[config.mk]
export PLATFORM = sky130hd
export DESIGN_NAME = bit_serializer
export DESIGN_NICKNAME = d
export VERILOG_FILES = /design/src/rtl/bit_serializer_pkg.sv /design/src/rtl/bitser_hold.sv /design/src/rtl/bit_serializer.sv
export SDC_FILE = /design/constraint.sdc
export NUM_CORES = 1
export LEC_CHECK = 0
export ABC_AREA = 1
export CELL_PAD_IN_SITES_DETAIL_PLACEMENT = 1
export CELL_PAD_IN_SITES_GLOBAL_PLACEMENT = 2
export CORE_ASPECT_RATIO = 0.8
export CORE_MARGIN = 10
export CORE_UTILIZATION = 25
export CTS_BUF_LIST = sky130_fd_sc_hd__clkbuf_16
export CTS_CLUSTER_DIAMETER = 100
export DETAILED_ROUTE_END_ITERATION = 12
export DONT_BUFFER_PORTS = 1
export GPL_ROUTABILITY_DRIVEN = 0
export PLACE_DENSITY_LB_ADDON = 0.12
export SYNTH_ARGS = -nofsm -noshare
export SYNTH_HDL_FRONTEND = slang
export SYNTH_SLANG_ARGS = --single-unit
[constraint.sdc]
create_clock -name clk -period 1.3 [get_ports clk]
set_input_delay 0.26 -clock clk [delete_from_list [all_inputs] [get_ports clk]]
set_output_delay 0.26 -clock clk [all_outputs]
set_load 0.02 [all_outputs]
[src/rtl/bit_serializer_pkg.sv]
// bit_serializer_pkg: shared types and constants for the bit serializer.
//   bitser_state_t       - shifter FSM state (IDLE, SHIFT)
//   BITSER_IDLE_FILL     - value driven on x when no data bit is present
//   BITSER_DEFAULT_WIDTH - default word length
package bit_serializer_pkg;

    typedef enum logic {
        IDLE,
        SHIFT
    } bitser_state_t;

    localparam logic BITSER_IDLE_FILL     = 1'b0;
    localparam int   BITSER_DEFAULT_WIDTH = 8;

endpackage

[src/rtl/bitser_hold.sv]
// bitser_hold: one-word skid register sitting in front of the shifter.
//   clk, reset - clock, asynchronous active-high reset (empties the buffer)
//   i_load     - capture i_data; marks the buffer full
//   i_take     - shifter consumed o_data; marks the buffer empty
//   i_data     - word to capture
//   o_data     - buffered word
//   o_full     - buffer holds a word
module bitser_hold
    import bit_serializer_pkg::*;
#(
    parameter int WIDTH = BITSER_DEFAULT_WIDTH
) (
    input  logic             clk,
    input  logic             reset,
    input  logic             i_load,
    input  logic             i_take,
    input  logic [WIDTH-1:0] i_data,
    output logic [WIDTH-1:0] o_data,
    output logic             o_full
);

    logic [WIDTH-1:0] r_data;
    logic             r_full;

    always_ff @(posedge clk or posedge reset) begin
        if (reset) begin
            r_data <= '0;
            r_full <= 1'b0;
        end else begin
            if (i_load)
                r_data <= i_data;
            if (i_load)
                r_full <= 1'b1;
            else if (i_take)
                r_full <= 1'b0;
        end
    end

    assign o_data = r_data;
    assign o_full = r_full;

endmodule

[src/rtl/bit_serializer.sv]
// bit_serializer: parallel-to-serial front end feeding one bit per clock to the detector.
//   clk, reset - clock, asynchronous active-high reset
//   din        - WIDTH-bit word to serialize
//   din_valid  - din is valid this cycle
//   din_ready  - block accepts din this cycle (transfer = din_valid && din_ready)
//   x          - serial bit, idle-fill value when x_valid is low
//   x_valid    - x carries a data bit
//   busy       - shifter or hold buffer occupied
// Build option: define BIT_SERIALIZER_SKID_EN to add a one-word hold buffer with a
// registered din_ready (up to two words outstanding, same latency).
module bit_serializer
    import bit_serializer_pkg::*;
#(
    parameter int WIDTH     = BITSER_DEFAULT_WIDTH,
    parameter bit LSB_FIRST = 1'b0
) (
    input  logic             clk,
    input  logic             reset,
    input  logic [WIDTH-1:0] din,
    input  logic             din_valid,
    output logic             din_ready,
    output logic             x,
    output logic             x_valid,
    output logic             busy
);

    localparam int            CW   = $clog2(WIDTH);
    localparam logic [CW-1:0] LAST = CW'(WIDTH - 1);

    bitser_state_t    r_state, w_state_nxt;
    logic [CW-1:0]    r_cnt, w_cnt_nxt;
    logic [WIDTH-1:0] r_shift, w_shift_nxt;
    logic [WIDTH-1:0] w_load_word;
    logic             w_last, w_xfer, w_load, w_hold_full;

    assign w_last = (r_state == SHIFT) && (r_cnt == LAST);
    assign w_xfer = din_valid && din_ready;

`ifdef BIT_SERIALIZER_SKID_EN
    logic             w_direct, w_hold_load, w_hold_take;
    logic [WIDTH-1:0] w_hold_q;

    // A word bypasses the buffer only when the shifter can take it right now
    // and nothing older is waiting; otherwise it parks in the buffer.
    assign w_direct    = w_xfer && !w_hold_full && (r_state == IDLE || w_last);
    assign w_hold_load = w_xfer && !w_direct;
    assign w_hold_take = w_last && w_hold_full;
    assign w_load      = w_direct || w_hold_take;
    assign w_load_word = w_hold_take ? w_hold_q : din;
    // Ready comes from the buffer flag; reset gating keeps it low while reset is held.
    assign din_ready   = !reset && !w_hold_full;

    bitser_hold #(.WIDTH(WIDTH)) u_hold (
        .clk    (clk),
        .reset  (reset),
        .i_load (w_hold_load),
        .i_take (w_hold_take),
        .i_data (din),
        .o_data (w_hold_q),
        .o_full (w_hold_full)
    );
`else
    assign w_hold_full = 1'b0;
    assign w_load      = w_xfer;
    assign w_load_word = din;
    // Accepting on the last bit is what makes back-to-back words gapless.
    assign din_ready   = !reset && (r_state == IDLE || w_last);
`endif

    always_ff @(posedge clk or posedge reset) begin
        if (reset) begin
            r_state <= IDLE;
            r_cnt   <= '0;
            r_shift <= '0;
        end else begin
            r_state <= w_state_nxt;
            r_cnt   <= w_cnt_nxt;
            r_shift <= w_shift_nxt;
        end
    end

    always_comb begin
        w_state_nxt = r_state;
        w_cnt_nxt   = r_cnt + 1'b1;
        w_shift_nxt = LSB_FIRST ? (r_shift >> 1) : (r_shift << 1);
        if (w_load) begin
            w_state_nxt = SHIFT;
            w_cnt_nxt   = '0;
            w_shift_nxt = w_load_word;
        end else if (r_state == IDLE || w_last) begin
            w_state_nxt = IDLE;
            w_cnt_nxt   = '0;
        end
        // The outgoing bit always sits at a fixed end of the shifter, so x is flop-driven.
        x_valid = (r_state == SHIFT);
        x       = x_valid ? (LSB_FIRST ? r_shift[0] : r_shift[WIDTH-1]) : BITSER_IDLE_FILL;
        busy    = x_valid || w_hold_full;
    end

endmodule

### Word-level counts from Yosys, hierarchy flattened

Cells that the tools add are included.

| storage, ports and cells | value |
|---|---|
| bits in registers | 12 |
| input bits | 11 |
| output and inout port bits | 4 |
| logic and storage cells | 18 |

| cells by class | value |
|---|---|
| add/sub/neg operators | 1 |
| equal/unequal tests | 1 |
| mux-type cells | 6 |
| bitwise gates (word level) | 1 |
| reductions and logical operators | 6 |

Operator list:

| operator | number |
|---|---|
| $mux 8 | 1 |
| $mux 3 | 2 |
| $add 3x1->3 const B | 1 |
| $eq 3x3->1 const B | 1 |
| $logic_and 1x1->1 | 3 |
| $mux 1 | 3 |
| $reduce_bool 2->1 | 1 |
| $logic_not 1->1 | 1 |
| $logic_or 1x1->1 | 1 |
| $not 1->1 | 1 |

### Longest topological paths before layout

| logic depth | value |
|---|---|
| depth after elaboration | 6 |
| depth in mapped cells | 7 |
| depth with buffers taken out | 7 |

### Worst setup path after synthesis

OpenSTA, ideal clock, no wires.

| timing path | value |
|---|---|
| path type | register to output |
| start | register r_cnt[0] |
| end | output din_ready |
| arrival time | 0.987 ns |
| data required time | 1.040 ns |
| slack | 0.053 ns |
| cell stages (with the launch flop) | 5 |
| buffers on the path | 0 |
| path through | dfrtp_1 ha_1 ha_1 inv_1 a21oi_1 |

| on the way | value |
|---|---|
| word-level cells in the longest chain between the ends | 4 |

RTL lines:

| what | RTL line | text |
|---|---|---|
| from (decl) | bit_serializer.sv:31 | `logic [CW-1:0] r_cnt, w_cnt_nxt;` |
| from (signal assigned) | bit_serializer.sv:77 | `r_cnt <= w_cnt_nxt;` |
| $eq 3x3->1 | bit_serializer.sv:36 | `assign w_last = (r_state == SHIFT) && (r_cnt == LAST);` |
| $logic_and 1x1->1 | bit_serializer.sv:36 |  |
| $logic_or 1x1->1 | bit_serializer.sv:67 | `assign din_ready = !reset && (r_state == IDLE \|\| w_last);` |
| $logic_and 1x1->1 | bit_serializer.sv:67 |  |
| to (decl) | bit_serializer.sv:21 | `output logic din_ready,` |

No other way between the ends.

### Worst setup path in the final report

Ends and elaborated chain as after synthesis.

==> results by group <==
Critical path
  – CP peak stage delay: 0.38 ns
  – CP cell instances: ha_2, ha_4, inv_2, a21oi_2, buf_6
  – Crit path launch type: flip-flop
  – CP bufs+invs: 2
  – Worst Path Max Fanout: 2
  – Crit path capture type: output port
  – Worst EP arrival: 1.21 ns
  – Crit path kind: reg2out
  – Req. time, crit path: 1.04 ns
  – Largest delay contributor family on the critical path: flip-flops
  – Slowest cell on crit path: dfrtp_1

Detailed routing
  – DRT Wirelength: 1.28 mm
  – Antenna-violating nets left: 0
  – Via Count: 380
  – DRC: 0
  – Wire length per cell: 15.2 um
  – Via-to-Cell Ratio: 4.52
  – Initial drt markers: 5
  – Drt pass-1 iters: 3

Floorplanning
  – Starting Density: 0.271
  – Die Height: 60.9 um
  – Die W: 71.1 um
  – Row count: 14
  – Area of the die: 4330 sq um
  – Ports: 15
  – Core Area: 1930 sq um

Power and ir drop
  – Clock power share: 0.360
  – Power per cell area: 2280 nW/um^2
  – Final Total Pwr: 1540 uW
  – Int Pwr: 1070 uW
  – Worst VDD drop: 950 uV
  – P_leak: 0.000343 uW
  – NetSw: 476 uW
  – Combinational share of power: 0.277
  – Switching Fraction: 0.309
  – Seq pwr share: 0.363

Timing
  – Final setup vio count: 10
  – Fin crit period: 1.47 ns
  – WHS: 0.129 ns
  – Hold Fails Final Rpt: 0
  – Fmax: 678 MHz
  – Max_slew headroom: 0.735
  – Period utilisation layout: 1.13
  – Worst slew pin tran: 0.396 ns
  – Final Max Slew Viols: 0
  – Clk_skew: 0.00251 ns
  – Setup repair after global routing missed its margin: yes
  – Final setup margin: -0.174 ns

Synthesis
  – Cells after synthesis: 53
  – Post-synthesis sequential area ratio: 0.576
  – Area contributors post-synth: dfrtp_1 58%, nand2_1 12%, nand4_1 8.4%, ha_1 4.8%, inv_1 3.6%
  – #FFs+latches synth: 12
  – Synth top area share: 0.576
  – Mux share of post-synthesis cell area: 0
  – XOR/XNOR Fraction of Synth Area: 0
  – Syn_area_per_cell: 9.84 sq um
  – Post-Syn Nets: 66
  – Post-synth top area cell: dfrtp_1
  – Post-synthesis simple-gate area fraction: 0.273
  – Adder-cell share of the synthesized area: 0.0480
  – Synthesized area: 522 sq um
  – Number of library cell types mapped by synthesis: 12
  – Yosys warns: 0
  – Largest family of logic cells by synthesized area: simple AND/OR/NAND/NOR gates
  – Compound-Gate Fraction of Synth Area: 0.00959

Cells and area
  – Ant diodes: 0
  – Finished Core Util: 0.351
  – Final std cells w/o fill: 84
  – Syn-to-layout area delta: 29.7%
  – Layout cells sized above 1: 0.233
  – Nets: 74

Flow run
  – MaxCap Viol Count: 0

Clock tree
  – Clock H-tree levels: 1
  – CTS Buf Count: 3
  – CTS Buffer Depth: 2
  – Root Driver: clkbuf_16
  – CTS tree: done
  – Clk Latency, worst-skew pair: 0.24 ns
  – Clock transition at the registers of the reported paths: 0.04 ns
  – CTS sink count: 12

Global routing
  – Initial antenna violation count: 0
  – GRT overflow: 0
  – Largest net degree at the start of global routing: 13
  – GRT Total Usage: 0.0640
  – First-pass GRT wire length: 2.16 mm
  – Vias in the first global route: 434

Min path
  – Worst hold path type: in2reg

Placement
  – Placed cells: 77
  – Port Buffers: 0
  – DPL Wire Length: 882 um

Status
  – Run status: complete, but fails checks
  – Failing checks: negative setup slack
-- cell type report --
type,count,area [sq um]
Tap cell,24,30.0
Clock buffer,3,75.1
Multi-Input combinational cell,32,191
Fill cell,230,1250
Timing Repair Buffer,6,53.8
Inverter,6,22.5
Clock inverter,1,3.75
Sequential cell,12,300
-- final timing paths --
check,endpoint,startpoint,slack [ns],cells after the start
setup / recovery,din_ready,r_cnt[0],-0.17,5
hold reg to reg,r_shift[3],r_shift[2],0.44,2
hold / removal,r_shift[0],din[0],0.13,2
min in group asynchronous,r_cnt[1],reset,0.54,2
setup reg to reg,r_shift[6],r_cnt[0],-0.08,7
max in group asynchronous,r_shift[5],reset,0.48,2
-- per-layer routing --
layer / vias to the layer above / share of wire / track usage
li1: 183 / - / -
met1: 190 / 0.40 / 0.0638
met2: 7 / 0.54 / 0.113
met3: 0 / 0.065 / 0.0392
met4: 0 / 0 / 0.0165
met5: - / 0 / 0
-- metrics by stage --
step | setup TNS, ns | setup slack, ns | cell area (sq um)
finish | -0.678 | -0.174 | 677
global route | -1.86 | -0.229 | 677
CTS | -0.732 | -0.192 | 669
detailed placement | -0.675 | -0.0881 | 548
global placement | -0.181 | -0.0294 | 548
floorplan | 0 | 0.0527 | 522
-- cell families (layout without fill, tap and decap cells) --
| kind of cell | Yosys count | after routing |
|---|---|---|
| flip-flops | 12 | 12 |
| buffers and inverters | 9 | 16 |
| AO/OA/AOI/OAI | 1 | 1 |
| adder cells (fa/ha/maj) | 2 | 2 |
| AND/OR/NAND/NOR | 29 | 29 |
-- synthesized netlist by cell type, drive strengths merged --
library cell,number
nor2,4
buf,3
a21oi,1
inv,6
dfrtp,12
nand4,7
nand2,17
nand3,1
ha,2
-- power by group through the flow --
stage	logic [uW]	registers [uW]	clock network, uW
after detailed placement	374	558	0
after floorplan	314	563	0
after global placement	353	552	0
after CTS	411	563	571
after global routing	501	574	601
final	428	559	555
-- flip-flops by register name (all words and copies together), names as in the netlist --
signal / cells
busy: 1
r_cnt: 3
r_shift: 8
-- timing repair --
action / CTS / global route
endpoints found under the setup margin: 10 / 10
pin swaps: 2 / 2
hold buffers: 2 / 0
gates resized for setup: 6 / 0
setup buffers: 0 / 1
hold endpoints to repair: 8 / 0
-- placed cells by master, fill, tap and decap left out --
cell,instances
ha_2,1
nand4_1,7
nand3_4,1
nor2_1,4
clkinv_1,1
buf_6,1
nand2_2,1
ha_4,1
inv_2,2
clkbuf_16,3
dlygate4sd3_1,2
buf_4,3
nand2_1,16
dfrtp_1,12
a21oi_2,1
inv_1,4
(Power assumes the default switching activity.)
